File: src/rtl/inst_seq_pkg.sv
// inst_seq_pkg: shared widths, halt encoding and sequencer state set
package inst_seq_pkg;
  localparam int INST_W = 10;
  localparam int DATA_W = 8;
  localparam logic [INST_W-1:0] HALT_WORD = 10'h3FF;
  typedef enum logic [2:0] {
    IDLE      = 3'd0,
    FETCH     = 3'd1,
    ROMWAIT   = 3'd2,
    ISSUE     = 3'd3,
    WAIT_DONE = 3'd4,
    PAUSE     = 3'd5,
    HALT      = 3'd6,
    ERROR     = 3'd7
  } state_t;
endpackage

File: src/rtl/inst_sequencer_rom.sv
// inst_sequencer_rom: fetches instructions from a sync ROM and issues them to processor_8_16bit
module inst_sequencer_rom
  import inst_seq_pkg::*;
#(
  parameter int ADDR_W  = 5,
  parameter int TIMEOUT = 255
) (
  input  logic              Clock,
  input  logic              Reset,
  input  logic              Start,
  input  logic              Step_mode,
  input  logic              Step,
  output logic [ADDR_W-1:0] rom_addr,
  input  logic [INST_W-1:0] rom_q,
  output logic [INST_W-1:0] Func,
  output logic [DATA_W-1:0] Data,
  output logic              w,
  input  logic              Done,
  output logic [ADDR_W-1:0] PC,
  output logic              Busy,
  output logic              Halted,
  output logic              Error
);
  state_t            state;
  logic [INST_W-1:0] inst;
  logic [7:0]        timer;
  assign rom_addr = PC;
  assign Busy     = !(state inside {IDLE, HALT, ERROR});
  assign Halted   = state == HALT;
  assign Error    = state == ERROR;
  always_ff @(posedge Clock) begin
    if (Reset) begin
      state <= IDLE;
      PC    <= '0;
      inst  <= '0;
      Func  <= '0;
      Data  <= '0;
      w     <= 1'b0;
      timer <= '0;
    end else begin
      w <= 1'b0;
      case (state)
        IDLE:    state <= Start ? FETCH : IDLE;
        FETCH:   state <= ROMWAIT;
        ROMWAIT: begin
          inst  <= rom_q;
          state <= rom_q == HALT_WORD ? HALT : ISSUE;
        end
        // a stale Done from the previous instruction must fall before the next issue
        ISSUE: begin
          Func  <= inst;
          Data  <= inst[DATA_W-1:0];
          w     <= !Done;
          timer <= '0;
          state <= Done ? ISSUE : WAIT_DONE;
        end
        WAIT_DONE:
          if (Done) begin
            PC    <= PC == '1 ? PC : PC + 1'b1;
            state <= PC == '1 ? HALT : Step_mode ? PAUSE : FETCH;
          end else if (timer == 8'(TIMEOUT)) state <= ERROR;
          else timer <= timer + 1'b1;
        PAUSE:   state <= Step || !Step_mode ? FETCH : PAUSE;
        default: ;
      endcase
    end
  end
endmodule
File: config.mk
export PLATFORM = sky130hd
export DESIGN_NAME = inst_sequencer_rom
export DESIGN_NICKNAME = d
export VERILOG_FILES = /design/src/rtl/inst_seq_pkg.sv /design/src/rtl/inst_sequencer_rom.sv
export SDC_FILE = /design/constraint.sdc
export NUM_CORES = 1
export LEC_CHECK = 0
export CAP_MARGIN = 40
export CORE_MARGIN = 4
export CORE_UTILIZATION = 47
export CTS_CLUSTER_DIAMETER = 50
export DETAILED_ROUTE_END_ITERATION = 16
export PLACE_DENSITY = 0.78
export SLEW_MARGIN = 10
export SYNTH_ARGS = -nofsm -noshare
export SYNTH_HDL_FRONTEND = slang
export SYNTH_SLANG_ARGS = --single-unit
export TNS_END_PERCENT = 1
File: constraint.sdc
create_clock -name Clock -period 2.5 [get_ports Clock]
set_clock_uncertainty 0.05 [all_clocks]
set_input_delay 0.5 -clock Clock [delete_from_list [all_inputs] [get_ports Clock]]
set_output_delay 0.5 -clock Clock [all_outputs]
set_load 0.02 [all_outputs]
==> reports/qor.log <==
[status] status completed
[global_routing] wire length of the first global-routing pass 6.44 mm
[setup_path] CP Launch Type flip-flop
[timing] post-layout min period 2330 ps
[power_and_ir_drop] leakage 0.785 nW
[setup_path] Worst Path Arrival 1780 ps
[global_routing] via count of the first global-routing pass 1486
[timing] part of the cycle the worst path needs 93.3%
[timing] Final Hold Viols 0
[cts] clock sink count 37
[cts] CTS tree built
[layout] area taken by multi-input logic gates 848 um^2
[global_routing] aggregate global routing overflow 0
[route] post-route ant nets 0
[setup_path] kind of capture point of the worst setup path output pin
[logic_synthesis] list of most frequent post-synthesis cells sky130_fd_sc_hd__nand2_1 (48), sky130_fd_sc_hd__dfxtp_1 (37), sky130_fd_sc_hd__a21oi_1 (31), sky130_fd_sc_hd__nand3_1 (14), sky130_fd_sc_hd__buf_4 (13)
[power_and_ir_drop] maximum resistive drop on vdd 0.310 mV
[route] DR pass1 iterations 4
[die] area of the die 0.00476 mm^2
[logic_synthesis] Avg Synthesized Cell Area 7.91 um^2
[worst_hold_path] path category of the worst min-delay check flip-flop to flip-flop
[logic_synthesis] Mapped Cells 221
[die] area of the core 0.00347 mm^2
[setup_path] crit-path cells nor3_1 -> a21oi_1 -> clkdlybuf4s50_1
[route] final routed wirelength across all metal layers 3.82 mm
[logic_synthesis] ys flop type sky130_fd_sc_hd__dfxtp_1
[logic_synthesis] number of enable flip-flop cells after synthesis 0
[timing] unrepaired setup endpoints after global routing false
[power_and_ir_drop] total chip power 1.23 mW
[layout] Area growth, synth to finish 30.2%
[cts] number of post-CTS setup repair buffers 0
[cts] clk_lat worst skew 290 ps
[logic_synthesis] ranking of synthesized cells by area sky130_fd_sc_hd__dfxtp_1 (42%), sky130_fd_sc_hd__nand2_1 (10%), sky130_fd_sc_hd__a21oi_1 (8.9%), sky130_fd_sc_hd__buf_4 (5.6%), sky130_fd_sc_hd__nand3_1 (4.0%)
[cts] H-tree lvl count 2
[logic_synthesis] post-synth cell types 36
[cts] CTS Buf Count 5
[cts] Root Buffer sky130_fd_sc_hd__clkbuf_8
[route] violation count after the first detailed-route iteration 100
[route] wire per inst 12.6 um
[logic_synthesis] proportion of netlist area held by the largest area contributor 42.4%
[die] IO Pins 48
[logic_synthesis] proportion of synthesized chip area in sequential cells 42.4%
[setup_path] master of the slowest instance on the critical path sky130_fd_sc_hd__clkdlybuf4s50_1
[global_routing] GRT Resource Usage Total 17.9%
[route] routed vias 1642
[layout] layout cell share with drive strength beyond 1 7.36%
[timing] # setup viols final 0
[global_routing] maximum number of pins on one net before global-route repair 17
[cts] maximum buffer depth of the clock tree 2
[timing] fin. max-slew vios 0
[timing] peak clock frequency supported by timing 429 MHz
[setup_path] worst stage delay on the critical path 650 ps
[cts] clock input transition at the sequential cells of the worst setup and hold paths 70 ps
[setup_path] class of the most critical setup path flip-flop to output pin
[logic_synthesis] warnings from Yosys 0
[die] Core Rows 21
[layout] Sequential cell area 742 um^2
[timing] worst-case hold slack 406 ps
[die] width of the chip 69.0 um
[logic_synthesis] post-synth design cell area 0.00175 mm^2
[layout] # diodes 0
[power_and_ir_drop] total power per unit cell area 538 mW/mm^2
[logic_synthesis] ys async rst share 0%
[route] DRC errors left 0
[die] height of the chip 69.0 um
[layout] fillers 326
[logic_synthesis] net count after synthesis 240
[global_routing] initial antenna violation count 0
[logic_synthesis] count leader, synth sky130_fd_sc_hd__nand2_1
[timing] worst slew margin relative to its limit 62.7%
[timing] slew at the pin closest to its max-slew limit 558 ps
[logic_synthesis] Seq cells post-synth 37
[timing] final total negative setup slack 0 ps
[placed_design] final estimated routing congestion in global placement 0.895
[job] count of max-cap constraint violations 0
[placed_design] total of buffers placed on input and output ports 47
[route] post-DR vias/cell 5.40
[die] initial cell density of the core 50.4%
[placed_design] DP HPWL 2.75 mm
[setup_path] largest fanout on the critical path 15
[layout] net count reported at finish 276
[setup_path] Data required, critical path 1950 ps
[logic_synthesis] top cell type by total area after synthesis sky130_fd_sc_hd__dfxtp_1
==> stage by stage <==
step / utilization [%] / cells / setup WS [ps] / area [um^2]
2_1_floorplan: - / 221 / 657 / 1750
3_5_place_dp: 63.1 / 296 / 99.2 / 2190
5_1_grt: 65.6 / 304 / 28.6 / 2280
3_3_place_gp: 63.1 / 296 / 131 / 2190
6_report: 65.6 / 304 / 167 / 2280
4_1_cts: 65.6 / 304 / 104 / 2270
==> what timing repair did <==
action,CTS,global route
hold buffers,0,0
gates resized for setup,0,1
endpoints found under the setup margin,0,1
==> worst paths after layout <==
path | start | end | slack, ps | depth (start not counted)
hold reg to reg | inst[7] | Func[7] | 410 | 2
setup / recovery | state[1] | Busy | 170 | 3
setup reg to reg | state[2] | timer[5] | 480 | 4
hold / removal | inst[7] | Func[7] | 410 | 2
==> layout by cell type, fill, tap and decap left out, drive strengths merged, types with 3 or more instances in the layout <==
master,instances
nand2,48
clkdlybuf4s50,47
dfxtp,37
a21oi,31
nand3,14
buf,8
nor2,6
nor3,6
and3,5
a31oi,5
clkbuf,5
inv,3
o211ai,3
nand2b,3
nand4,3
xor2,3
ha,3
==> critical path: cells and delay by family, from the launching register on <==
family          cells  cell delay, ps
compound gates      1             180
buf+inv             1             650
flops               1             570
simple gates        1              90
==> registers in the layout, summed over array words and instances, names as in the netlist <==
name,cells
Func,10
inst,10
timer,8
PC,5
state,3
w,1
==> metal layers <==
metal | track usage (%) | share of wire (%) | vias up
li1 | - | - | 834
met1 | 24.0 | 48 | 757
met2 | 26.8 | 44 | 44
met3 | 5.67 | 7.0 | 7
met4 | 7.06 | 1.6 | 0
met5 | 0 | 0 | -
==> kinds of logic after synthesis <==
kind of cell             synth area share [%]
AO/OA/AOI/OAI                            18.2
XOR/XNOR                                 1.50
adder cells (fa/ha/maj)                  2.15
AND/OR/NAND/NOR                          26.7
flip-flops                               42.4
buffers and inverters                    9.09
==> layout make-up <==
cell class,count,share of cell area (%)
Clock buffer,5,3.02
Clock inverter,3,0.770
Inverter,3,0.495
Multi-Input combinational cell,155,37.3
Sequential cell,37,32.6
Tap cell,46,2.53
Timing Repair Buffer,55,23.3
==> power breakdown <==
| part | switching, mW | internal, mW |
|---|---|---|
| Sequential | 0.0312 | 0.614 |
| Clock | 0.218 | 0.192 |
| Combinational | 0.0880 | 0.0815 |
| Total | 0.338 | 0.888 |
No activity file was read; power rests on OpenSTA's default activity.
